`src/rtl/nor_bus_multi_pkg.sv`:
```
// rtl/nor_bus_multi_pkg.sv - state encodings, default timing and chip-select width helper
package nor_bus_multi_pkg;

  localparam logic [2:0] S_IDLE   = 3'd0;
  localparam logic [2:0] S_CHK    = 3'd1;
  localparam logic [2:0] S_WAIT   = 3'd2;
  localparam logic [2:0] S_SETUP  = 3'd3;
  localparam logic [2:0] S_ACCESS = 3'd4;
  localparam logic [2:0] S_HOLD   = 3'd5;
  localparam logic [2:0] S_DONE   = 3'd6;

  localparam int DEF_TSETUP = 1;
  localparam int DEF_TRD    = 8;
  localparam int DEF_TWR    = 4;
  localparam int DEF_THOLD  = 1;
  localparam int DEF_RY_TMO = 50000;

  function automatic int cs_bits(input int n);
    return (n > 1) ? $clog2(n) : 1;
  endfunction

endpackage

```
`src/rtl/nor_bus_multi_if.sv`:
```
// rtl/nor_bus_multi_if.sv - pipelined Wishbone slave port bundle
interface nor_bus_multi_if #(
  parameter int CSBITS   = 1,
  parameter int ADDRBITS = 26,
  parameter int DATABITS = 16
);
  logic [CSBITS+ADDRBITS-1:0] wb_adr_i;
  logic [DATABITS-1:0]        wb_dat_i;
  logic                       wb_we_i;
  logic                       wb_stb_i;
  logic                       wb_cyc_i;
  logic                       wb_stall_o;
  logic                       wb_ack_o;
  logic                       wb_err_o;
  logic [DATABITS-1:0]        wb_dat_o;

  modport slave (
    input  wb_adr_i, wb_dat_i, wb_we_i, wb_stb_i, wb_cyc_i,
    output wb_stall_o, wb_ack_o, wb_err_o, wb_dat_o
  );

  modport master (
    output wb_adr_i, wb_dat_i, wb_we_i, wb_stb_i, wb_cyc_i,
    input  wb_stall_o, wb_ack_o, wb_err_o, wb_dat_o
  );
endinterface

```
`src/rtl/nor_bus_multi_ry_sync.sv`:
```
// rtl/nor_bus_multi_ry_sync.sv - NCHIPS-wide two-flop synchroniser for RY/BY#
module nor_ry_sync #(
  parameter int NCHIPS = 2
) (
  input  logic              clk,
  input  logic              rst,
  input  logic [NCHIPS-1:0] ry_i,
  output logic [NCHIPS-1:0] ry_sync_o
);
  logic [NCHIPS-1:0] meta_q, meta_d;
  logic [NCHIPS-1:0] sync_q, sync_d;

  always_comb begin
    meta_d = ry_i;
    sync_d = meta_q;
  end

  always_ff @(posedge clk) begin
    if (rst) begin
      meta_q <= '0;
      sync_q <= '0;
    end else begin
      meta_q <= meta_d;
      sync_q <= sync_d;
    end
  end

  assign ry_sync_o = sync_q;
endmodule

```
`src/rtl/nor_bus_multi.sv`:
```
// rtl/nor_bus_multi.sv - single-outstanding Wishbone slave timing NCHIPS NOR devices on a shared bus
module nor_bus_multi
  import nor_bus_multi_pkg::*;
#(
  parameter int ADDRBITS = 26,
  parameter int DATABITS = 16,
  parameter int NCHIPS   = 2,
  parameter int TSETUP   = DEF_TSETUP,
  parameter int TRD      = DEF_TRD,
  parameter int TWR      = DEF_TWR,
  parameter int THOLD    = DEF_THOLD,
  parameter int RY_TMO   = DEF_RY_TMO,
  parameter int CNTBITS  = 16
) (
  input  logic                wb_clk_i,
  input  logic                wb_rst_i,
  nor_bus_multi_if.slave      wb,
  input  logic [NCHIPS-1:0]   nor_ry_i,
  input  logic [DATABITS-1:0] nor_data_i,
  output logic [DATABITS-1:0] nor_data_o,
  output logic [ADDRBITS-1:0] nor_addr_o,
  output logic [NCHIPS-1:0]   nor_ce_o,
  output logic                nor_we_o,
  output logic                nor_oe_o,
  output logic                nor_data_oe
);
  localparam int CSBITS = cs_bits(NCHIPS);

  logic [2:0]          state_q, state_d;
  logic [CNTBITS-1:0]  cnt_q, cnt_d;
  logic [CSBITS-1:0]   cs_q, cs_d;
  logic [ADDRBITS-1:0] adr_q, adr_d;
  logic [DATABITS-1:0] dat_q, dat_d;
  logic                we_q, we_d;
  logic                abort_q, abort_d;
  logic                err_pend_q, err_pend_d;

  logic                stall_q, stall_d;
  logic                ack_q, ack_d;
  logic                err_q, err_d;
  logic [DATABITS-1:0] rdat_q, rdat_d;
  logic [NCHIPS-1:0]   ce_q, ce_d;
  logic                oe_q, oe_d;
  logic                nwe_q, nwe_d;
  logic [ADDRBITS-1:0] addr_q, addr_d;
  logic [DATABITS-1:0] bdat_q, bdat_d;
  logic                doe_q, doe_d;

  logic [NCHIPS-1:0]   ry_sync;
  logic [NCHIPS-1:0]   ce_sel;
  logic                ry_sel, accept, abort_now, phase_done, busy;
  logic [CNTBITS-1:0]  phase_last;

  nor_ry_sync #(.NCHIPS(NCHIPS)) u_ry_sync (
    .clk       (wb_clk_i),
    .rst       (wb_rst_i),
    .ry_i      (nor_ry_i),
    .ry_sync_o (ry_sync)
  );

  always_comb begin
    ce_sel     = ~(NCHIPS'(1) << cs_q);
    ry_sel     = |(ry_sync & ~ce_sel);
    accept     = (state_q == S_IDLE) && wb.wb_stb_i && wb.wb_cyc_i && !stall_q;
    abort_now  = abort_q || !wb.wb_cyc_i;
    phase_last = '0;
    case (state_q)
      S_SETUP:  phase_last = CNTBITS'(TSETUP - 1);
      S_ACCESS: phase_last = we_q ? CNTBITS'(TWR - 1) : CNTBITS'(TRD - 1);
      S_HOLD:   phase_last = CNTBITS'(THOLD - 1);
      default:  phase_last = '0;
    endcase
    phase_done = (cnt_q == phase_last);
  end

  // Reads may be cut short on cyc drop; a started write always finishes its WE pulse and hold.
  always_comb begin
    state_d    = state_q;
    cs_d       = cs_q;
    adr_d      = adr_q;
    dat_d      = dat_q;
    we_d       = we_q;
    err_pend_d = err_pend_q;
    abort_d    = (state_q == S_IDLE) ? 1'b0 : abort_now;
    case (state_q)
      S_IDLE: if (accept) begin
        state_d    = S_CHK;
        cs_d       = wb.wb_adr_i[ADDRBITS +: CSBITS];
        adr_d      = wb.wb_adr_i[ADDRBITS-1:0];
        dat_d      = wb.wb_dat_i;
        we_d       = wb.wb_we_i;
        err_pend_d = 1'b0;
      end
      S_CHK: begin
        if (abort_now) state_d = S_IDLE;
        else if (int'(cs_q) >= NCHIPS) begin
          state_d    = S_DONE;
          err_pend_d = 1'b1;
        end else state_d = S_WAIT;
      end
      S_WAIT: begin
        if (abort_now) state_d = S_IDLE;
        else if (ry_sel) state_d = S_SETUP;
        else if (cnt_q >= CNTBITS'(RY_TMO - 1)) begin
          state_d    = S_DONE;
          err_pend_d = 1'b1;
        end
      end
      S_SETUP: begin
        if (!we_q && abort_now) state_d = S_HOLD;
        else if (phase_done) state_d = S_ACCESS;
      end
      S_ACCESS: if ((!we_q && abort_now) || phase_done) state_d = S_HOLD;
      S_HOLD:   if (phase_done) state_d = abort_now ? S_IDLE : S_DONE;
      S_DONE:   state_d = S_IDLE;
      default:  state_d = S_IDLE;
    endcase
    if (state_d != state_q) cnt_d = '0;
    else if (cnt_q != '1)   cnt_d = cnt_q + CNTBITS'(1);
    else                    cnt_d = cnt_q;
  end

  // Bus/Wishbone outputs are registered from the current state, so they trail it by one cycle.
  always_comb begin
    busy    = (state_q == S_SETUP) || (state_q == S_ACCESS) || (state_q == S_HOLD);
    stall_d = (state_d != S_IDLE) || (state_q != S_IDLE);
    ack_d   = (state_q == S_DONE) && !err_pend_q;
    err_d   = (state_q == S_DONE) && err_pend_q;
    ce_d    = busy ? ce_sel : '1;
    oe_d    = !((state_q == S_ACCESS) && !we_q);
    nwe_d   = !((state_q == S_ACCESS) && we_q);
    addr_d  = busy ? adr_q : addr_q;
    bdat_d  = (busy && we_q) ? dat_q : bdat_q;
    doe_d   = busy && we_q;
    rdat_d  = (!oe_q && oe_d) ? nor_data_i : rdat_q;
  end

  always_ff @(posedge wb_clk_i) begin
    if (wb_rst_i) begin
      state_q    <= S_IDLE;
      cnt_q      <= '0;
      cs_q       <= '0;
      adr_q      <= '0;
      dat_q      <= '0;
      we_q       <= 1'b0;
      abort_q    <= 1'b0;
      err_pend_q <= 1'b0;
      stall_q    <= 1'b0;
      ack_q      <= 1'b0;
      err_q      <= 1'b0;
      rdat_q     <= '0;
      ce_q       <= '1;
      oe_q       <= 1'b1;
      nwe_q      <= 1'b1;
      addr_q     <= '0;
      bdat_q     <= '0;
      doe_q      <= 1'b0;
    end else begin
      state_q    <= state_d;
      cnt_q      <= cnt_d;
      cs_q       <= cs_d;
      adr_q      <= adr_d;
      dat_q      <= dat_d;
      we_q       <= we_d;
      abort_q    <= abort_d;
      err_pend_q <= err_pend_d;
      stall_q    <= stall_d;
      ack_q      <= ack_d;
      err_q      <= err_d;
      rdat_q     <= rdat_d;
      ce_q       <= ce_d;
      oe_q       <= oe_d;
      nwe_q      <= nwe_d;
      addr_q     <= addr_d;
      bdat_q     <= bdat_d;
      doe_q      <= doe_d;
    end
  end

  assign wb.wb_stall_o = stall_q;
  assign wb.wb_ack_o   = ack_q;
  assign wb.wb_err_o   = err_q;
  assign wb.wb_dat_o   = rdat_q;
  assign nor_ce_o      = ce_q;
  assign nor_oe_o      = oe_q;
  assign nor_we_o      = nwe_q;
  assign nor_addr_o    = addr_q;
  assign nor_data_o    = bdat_q;
  assign nor_data_oe   = doe_q;
endmodule

```
`src/flat_wrapper.sv`:
```
// flat-port wrapper written by rule: the top's interface ports become plain ports
module nor_bus_multi_flat import nor_bus_multi_pkg::*;
#(
  parameter int ADDRBITS = 26,
  parameter int DATABITS = 16,
  parameter int NCHIPS   = 2,
  parameter int TSETUP   = DEF_TSETUP,
  parameter int TRD      = DEF_TRD,
  parameter int TWR      = DEF_TWR,
  parameter int THOLD    = DEF_THOLD,
  parameter int RY_TMO   = DEF_RY_TMO,
  parameter int CNTBITS  = 16
)
  (wb_clk_i, wb_rst_i, nor_ry_i, nor_data_i, nor_data_o, nor_addr_o, nor_ce_o, nor_we_o, nor_oe_o, nor_data_oe, wb_wb_adr_i, wb_wb_dat_i, wb_wb_we_i, wb_wb_stb_i, wb_wb_cyc_i, wb_wb_stall_o, wb_wb_ack_o, wb_wb_err_o, wb_wb_dat_o);
  nor_bus_multi_if #(.CSBITS(1), .ADDRBITS(ADDRBITS), .DATABITS(DATABITS)) wb_i ();
  input  logic wb_clk_i;
  input  logic wb_rst_i;
  input  logic [NCHIPS-1:0] nor_ry_i;
  input  logic [DATABITS-1:0] nor_data_i;
  output logic [DATABITS-1:0] nor_data_o;
  output logic [ADDRBITS-1:0] nor_addr_o;
  output logic [NCHIPS-1:0] nor_ce_o;
  output logic nor_we_o;
  output logic nor_oe_o;
  output logic nor_data_oe;
  input wire logic [$bits(wb_i.wb_adr_i)-1:0] wb_wb_adr_i;
  input wire logic [$bits(wb_i.wb_dat_i)-1:0] wb_wb_dat_i;
  input wire logic [$bits(wb_i.wb_we_i)-1:0] wb_wb_we_i;
  input wire logic [$bits(wb_i.wb_stb_i)-1:0] wb_wb_stb_i;
  input wire logic [$bits(wb_i.wb_cyc_i)-1:0] wb_wb_cyc_i;
  output wire logic [$bits(wb_i.wb_stall_o)-1:0] wb_wb_stall_o;
  output wire logic [$bits(wb_i.wb_ack_o)-1:0] wb_wb_ack_o;
  output wire logic [$bits(wb_i.wb_err_o)-1:0] wb_wb_err_o;
  output wire logic [$bits(wb_i.wb_dat_o)-1:0] wb_wb_dat_o;
  assign wb_i.wb_adr_i = wb_wb_adr_i;
  assign wb_i.wb_dat_i = wb_wb_dat_i;
  assign wb_i.wb_we_i = wb_wb_we_i;
  assign wb_i.wb_stb_i = wb_wb_stb_i;
  assign wb_i.wb_cyc_i = wb_wb_cyc_i;
  assign wb_wb_stall_o = wb_i.wb_stall_o;
  assign wb_wb_ack_o = wb_i.wb_ack_o;
  assign wb_wb_err_o = wb_i.wb_err_o;
  assign wb_wb_dat_o = wb_i.wb_dat_o;
  nor_bus_multi #(.ADDRBITS(ADDRBITS), .DATABITS(DATABITS), .NCHIPS(NCHIPS), .TSETUP(TSETUP), .TRD(TRD), .TWR(TWR), .THOLD(THOLD), .RY_TMO(RY_TMO), .CNTBITS(CNTBITS)) u_core (.wb_clk_i(wb_clk_i), .wb_rst_i(wb_rst_i), .wb(wb_i), .nor_ry_i(nor_ry_i), .nor_data_i(nor_data_i), .nor_data_o(nor_data_o), .nor_addr_o(nor_addr_o), .nor_ce_o(nor_ce_o), .nor_we_o(nor_we_o), .nor_oe_o(nor_oe_o), .nor_data_oe(nor_data_oe));
endmodule
```
`config.mk`:
```
export PLATFORM = sky130hd
export DESIGN_NAME = nor_bus_multi_flat
export DESIGN_NICKNAME = d
export VERILOG_FILES = /design/src/rtl/nor_bus_multi_pkg.sv /design/src/rtl/nor_bus_multi_if.sv /design/src/rtl/nor_bus_multi_ry_sync.sv /design/src/rtl/nor_bus_multi.sv /design/src/flat_wrapper.sv
export SDC_FILE = /design/constraint.sdc
export NUM_CORES = 1
export LEC_CHECK = 0
export CAP_MARGIN = 20
export CORE_MARGIN = 2
export CORE_UTILIZATION = 49
export DETAILED_ROUTE_END_ITERATION = 8
export PLACE_DENSITY = 0.8
export SYNTH_ARGS = -nofsm -noshare
export SYNTH_HDL_FRONTEND = slang
export SYNTH_SLANG_ARGS = --single-unit
```
`constraint.sdc`:
```
create_clock -name wb_clk_i -period 2.9 [get_ports wb_clk_i]
set_clock_uncertainty 0.2 [all_clocks]
set_input_delay 0.435 -clock wb_clk_i [delete_from_list [all_inputs] [get_ports wb_clk_i]]
set_output_delay 0.435 -clock wb_clk_i [all_outputs]
set_load 0.02 [all_outputs]
```
==> run_results.csv <==
group,metric,value,unit
power,power_leakage,2.406,nW
logic_synthesis,synth_flop_cell,"dfxtp_1",
floorplan,die_y,106.5,um
layout,n_antenna_cell,0,
layout,nNetsFinal,816,
logic_synthesis,synth_fp_nets,698,
routing,drc_errors,0,
floorplan,fp.dieW,106.5,um
sta,rsz0062_at_grt,"no",
global_routing,grt.overflow.total,0,
logic_synthesis,syn_area,0.005145,mm2
critical_path,path_max_fanout,16,
power,power.density,596.6,mW/mm2
critical_path,endpoint_kind,"flip-flop",
layout,n_fill_cell,828,
clock_network,post_cts_resize_count,0,
critical_path,required,3.09,ns
clock_network,clock_latency,0.51,ns
critical_path,crit_slowest_cell,"dfxtp_1",
power,p_seq_frac,0.456,
global_routing,grt_max_degree,73,
routing,drt-total-wl,12650,um
critical_path,cp_top_family,"simple AND/OR/NAND/NOR gates",
logic_synthesis,synth.ff_latch_count,135,
clock_network,postCtsSetupBuffers,0,
routing,wl_per_cell,14.08,um
placement,pre_cts_ws,0.1882,ns
critical_path,path_cells,"or3b_4 > mux2i_4 > nor3_4 > a21boi_2 > o31ai_4 > buf_4 > nor3_1",
sta,setup_ws,0.3645,ns
clock_network,htree_levels,4,
placement,port_buffers,131,
routing,firstDrtPassIters,5,
routing,drt_iter0_markers,210,
sta,timing_max_transition_violations_final,0,
clock_network,cts_tree,"done",
global_routing,grt_pass1_wl,20710,um
power,max-vdd-ir-drop,0.4244,mV
layout,drive_above_1_share,0.08661,
power,switching_share,0.2399,
sta,fin_setup_tns,0,ns
clock_network,cts.clk_slew.worst_paths,0.06,ns
clock_network,cts_sinks,135,
logic_synthesis,seq_area_frac_synth,0.5253,
layout,seqCellArea,0.002703,mm2
power,clock_power_share,0.478,
outcome,status,"complete, no violations",
sta,worst_pin_slew,0.9433,ns
clock_network,hold_buffers,0,
critical_path,setup.worst_path.start_class,"flip-flop",
floorplan,core,0.01028,mm2
critical_path,crit_type,"reg -> reg",
critical_path,critPathBufInv,1,
logic_synthesis,synthCells,631,
sta,hold_violations,0,
sta,maxSlewHeadroom,0.3688,
placement,dp.cells,865,
sta,fmax,394.4,MHz
power,p_comb_frac,0.066,
layout,area_growth,37.69,%
routing,ant_nets,0,
min_path,min_path_type,"in -> reg",
critical_path,slowest_delay,0.56,ns
power,p_switching,1.014,mW
routing,vias,4618,
layout,final_cells,898,
power,internal-power,3.213,mW
critical_path,cp.arrival,2.72,ns
global_routing,first_global_vias,4469,
flow_run,drv_cap,0,
logic_synthesis,yosys_warnings,0,
clock_network,numCtsBuffers,17,
placement,place.gp.congestion,0.8119,
clock_network,root_buffer,"clkbuf_8",
sta,min_period,2.535,ns
sta,fin_crit_sh,0.8743,
floorplan,rows,37,
logic_synthesis,async_flop_share,0,
layout,final_core_util,0.6893,
floorplan,dieArea,0.01134,mm2
floorplan,start_util,0.5006,
layout,multi_input_area,0.002266,mm2
logic_synthesis,yosysUniqueCellTypes,51,
placement,dp_hpwl,8539,um
routing,viasPerCell,5.143,
logic_synthesis,syn_area_per_cell,8.154,um2
logic_synthesis,synth_edf_count,0,
floorplan,num_io_pins,132,
global_routing,grt_antenna_before_repair,0,
clock_network,cts_max_path_buffers,2,
global_routing,track_usage,0.2279,
sta,setup_violations,0,
==> cells by family (layout without fill, tap and decap cells) <==
kind of cell	Yosys count	count (layout)	synth area share
DFF	135	135	0.5253
buffers and inverters	42	173	0.03550
adders and majority gates	1	1	0.002432
xor gates and xnor gates	11	11	0.02019
and+or+nand+nor	311	311	0.2690
muxes	6	6	0.01411
AOI/OAI and AO/OA	125	125	0.1335
==> path summary, 6_finish.rpt <==
path                                           from                                 to  slack (ns)  depth (start not counted)
setup / recovery       u_core.state_q[2]$_SDFF_PP0_       u_core.cnt_q[2]$_SDFFE_PP0P_        0.36                          7
hold reg to reg   u_core.nor_addr_o[4]$_SDFFE_PP0N_  u_core.nor_addr_o[4]$_SDFFE_PP0N_        0.25                          2
hold / removal                             wb_rst_i     u_core.err_pend_q$_SDFFE_PP0P_        0.19                          2
setup reg to reg       u_core.state_q[2]$_SDFF_PP0_       u_core.cnt_q[2]$_SDFFE_PP0P_        0.36                          7
==> Yosys cell counts, drive strengths merged, types with 2 or more instances <==
library cell	instances	area [um2]
nand2	218	818.3
xor2	8	77.58
xnor2	3	26.28
inv	3	11.26
nand4	9	56.30
nor2	38	167.7
nor4b	2	38.78
a21oi	108	540.5
nand2b	4	25.02
or2	2	12.51
or3	2	12.51
nor4	5	37.53
a211oi	3	32.53
dfxtp	135	2703
and4b	2	20.02
buf	8	55.05
o21ai	3	15.01
nor3	5	41.29
nand3	8	40.04
o22ai	2	12.51
clkbuf	31	116.4
mux2i	6	72.57
a31oi	2	12.51
and2	3	18.77
nor2b	7	43.79
==> cell type report <==
cell class / instances / share of cell area
clock buffer: 18 / 0.06040
clock inverter: 14 / 0.01943
inverter: 3 / 0.001590
multi-input combinational: 454 / 0.3199
sequential: 135 / 0.3815
tap: 136 / 0.02402
timing repair buffer: 138 / 0.1932
==> through the flow <==
step                cell area [um2]  hold WS, ns  power, mW
floorplan                      5145       0.1923      2.114
global placement               6504       0.2272      2.239
detailed placement             6504       0.2387      2.245
CTS                            7069       0.1617      4.258
global route                   7084       0.1896      4.376
finish                         7084       0.1884      4.227
==> state kept, by name, indices dropped and copies added, names as in the netlist, 3 cells and up <==
register and count:
u_core.adr_q 26, u_core.nor_data_o 16, u_core.state_q 3, u_core.cnt_q 16, u_core.dat_q 16, u_core.nor_addr_o 26
u_core.wb.wb_dat_o 16
==> layout by cell type, fill, tap and decap left out, drive strengths merged, types with 2 or more instances in the layout <==
master / synthesis / routed
a211oi: 3 / 3
a21oi: 108 / 108
a31oi: 2 / 2
and2: 3 / 3
and4b: 2 / 2
buf: 8 / 8
clkbuf: 31 / 18
clkdlybuf4s50: 0 / 130
clkinv: 0 / 3
clkinvlp: 0 / 4
dfxtp: 135 / 135
inv: 3 / 9
mux2i: 6 / 6
nand2: 218 / 218
nand2b: 4 / 4
nand3: 8 / 8
nand4: 9 / 9
nor2: 38 / 38
nor2b: 7 / 7
nor3: 5 / 5
nor4: 5 / 5
nor4b: 2 / 2
o21ai: 3 / 3
o22ai: 2 / 2
or2: 2 / 2
or3: 2 / 2
xnor2: 3 / 3
xor2: 8 / 8
==> layer usage <==
| metal | track usage | share of wire | vias up |
|---|---|---|---|
| met5 | 0 | 0 | - |
| met4 | 0.08720 | 0.013 | 0 |
| met3 | 0.05702 | 0.048 | 18 |
| met2 | 0.3796 | 0.49 | 124 |
| met1 | 0.2850 | 0.45 | 2154 |
| li1 | - | - | 2322 |
==> power by group through the flow <==
stage / clock [mW] / combinational [mW] / sequential [mW]
2_1_floorplan: 0 / 0.156 / 1.96
3_3_place_gp: 0 / 0.276 / 1.96
3_5_place_dp: 0 / 0.279 / 1.97
4_1_cts: 2.05 / 0.282 / 1.93
5_1_grt: 2.14 / 0.307 / 1.93
6_report: 2.02 / 0.281 / 1.93
Note: power is estimated with default switching activity, not from simulation.
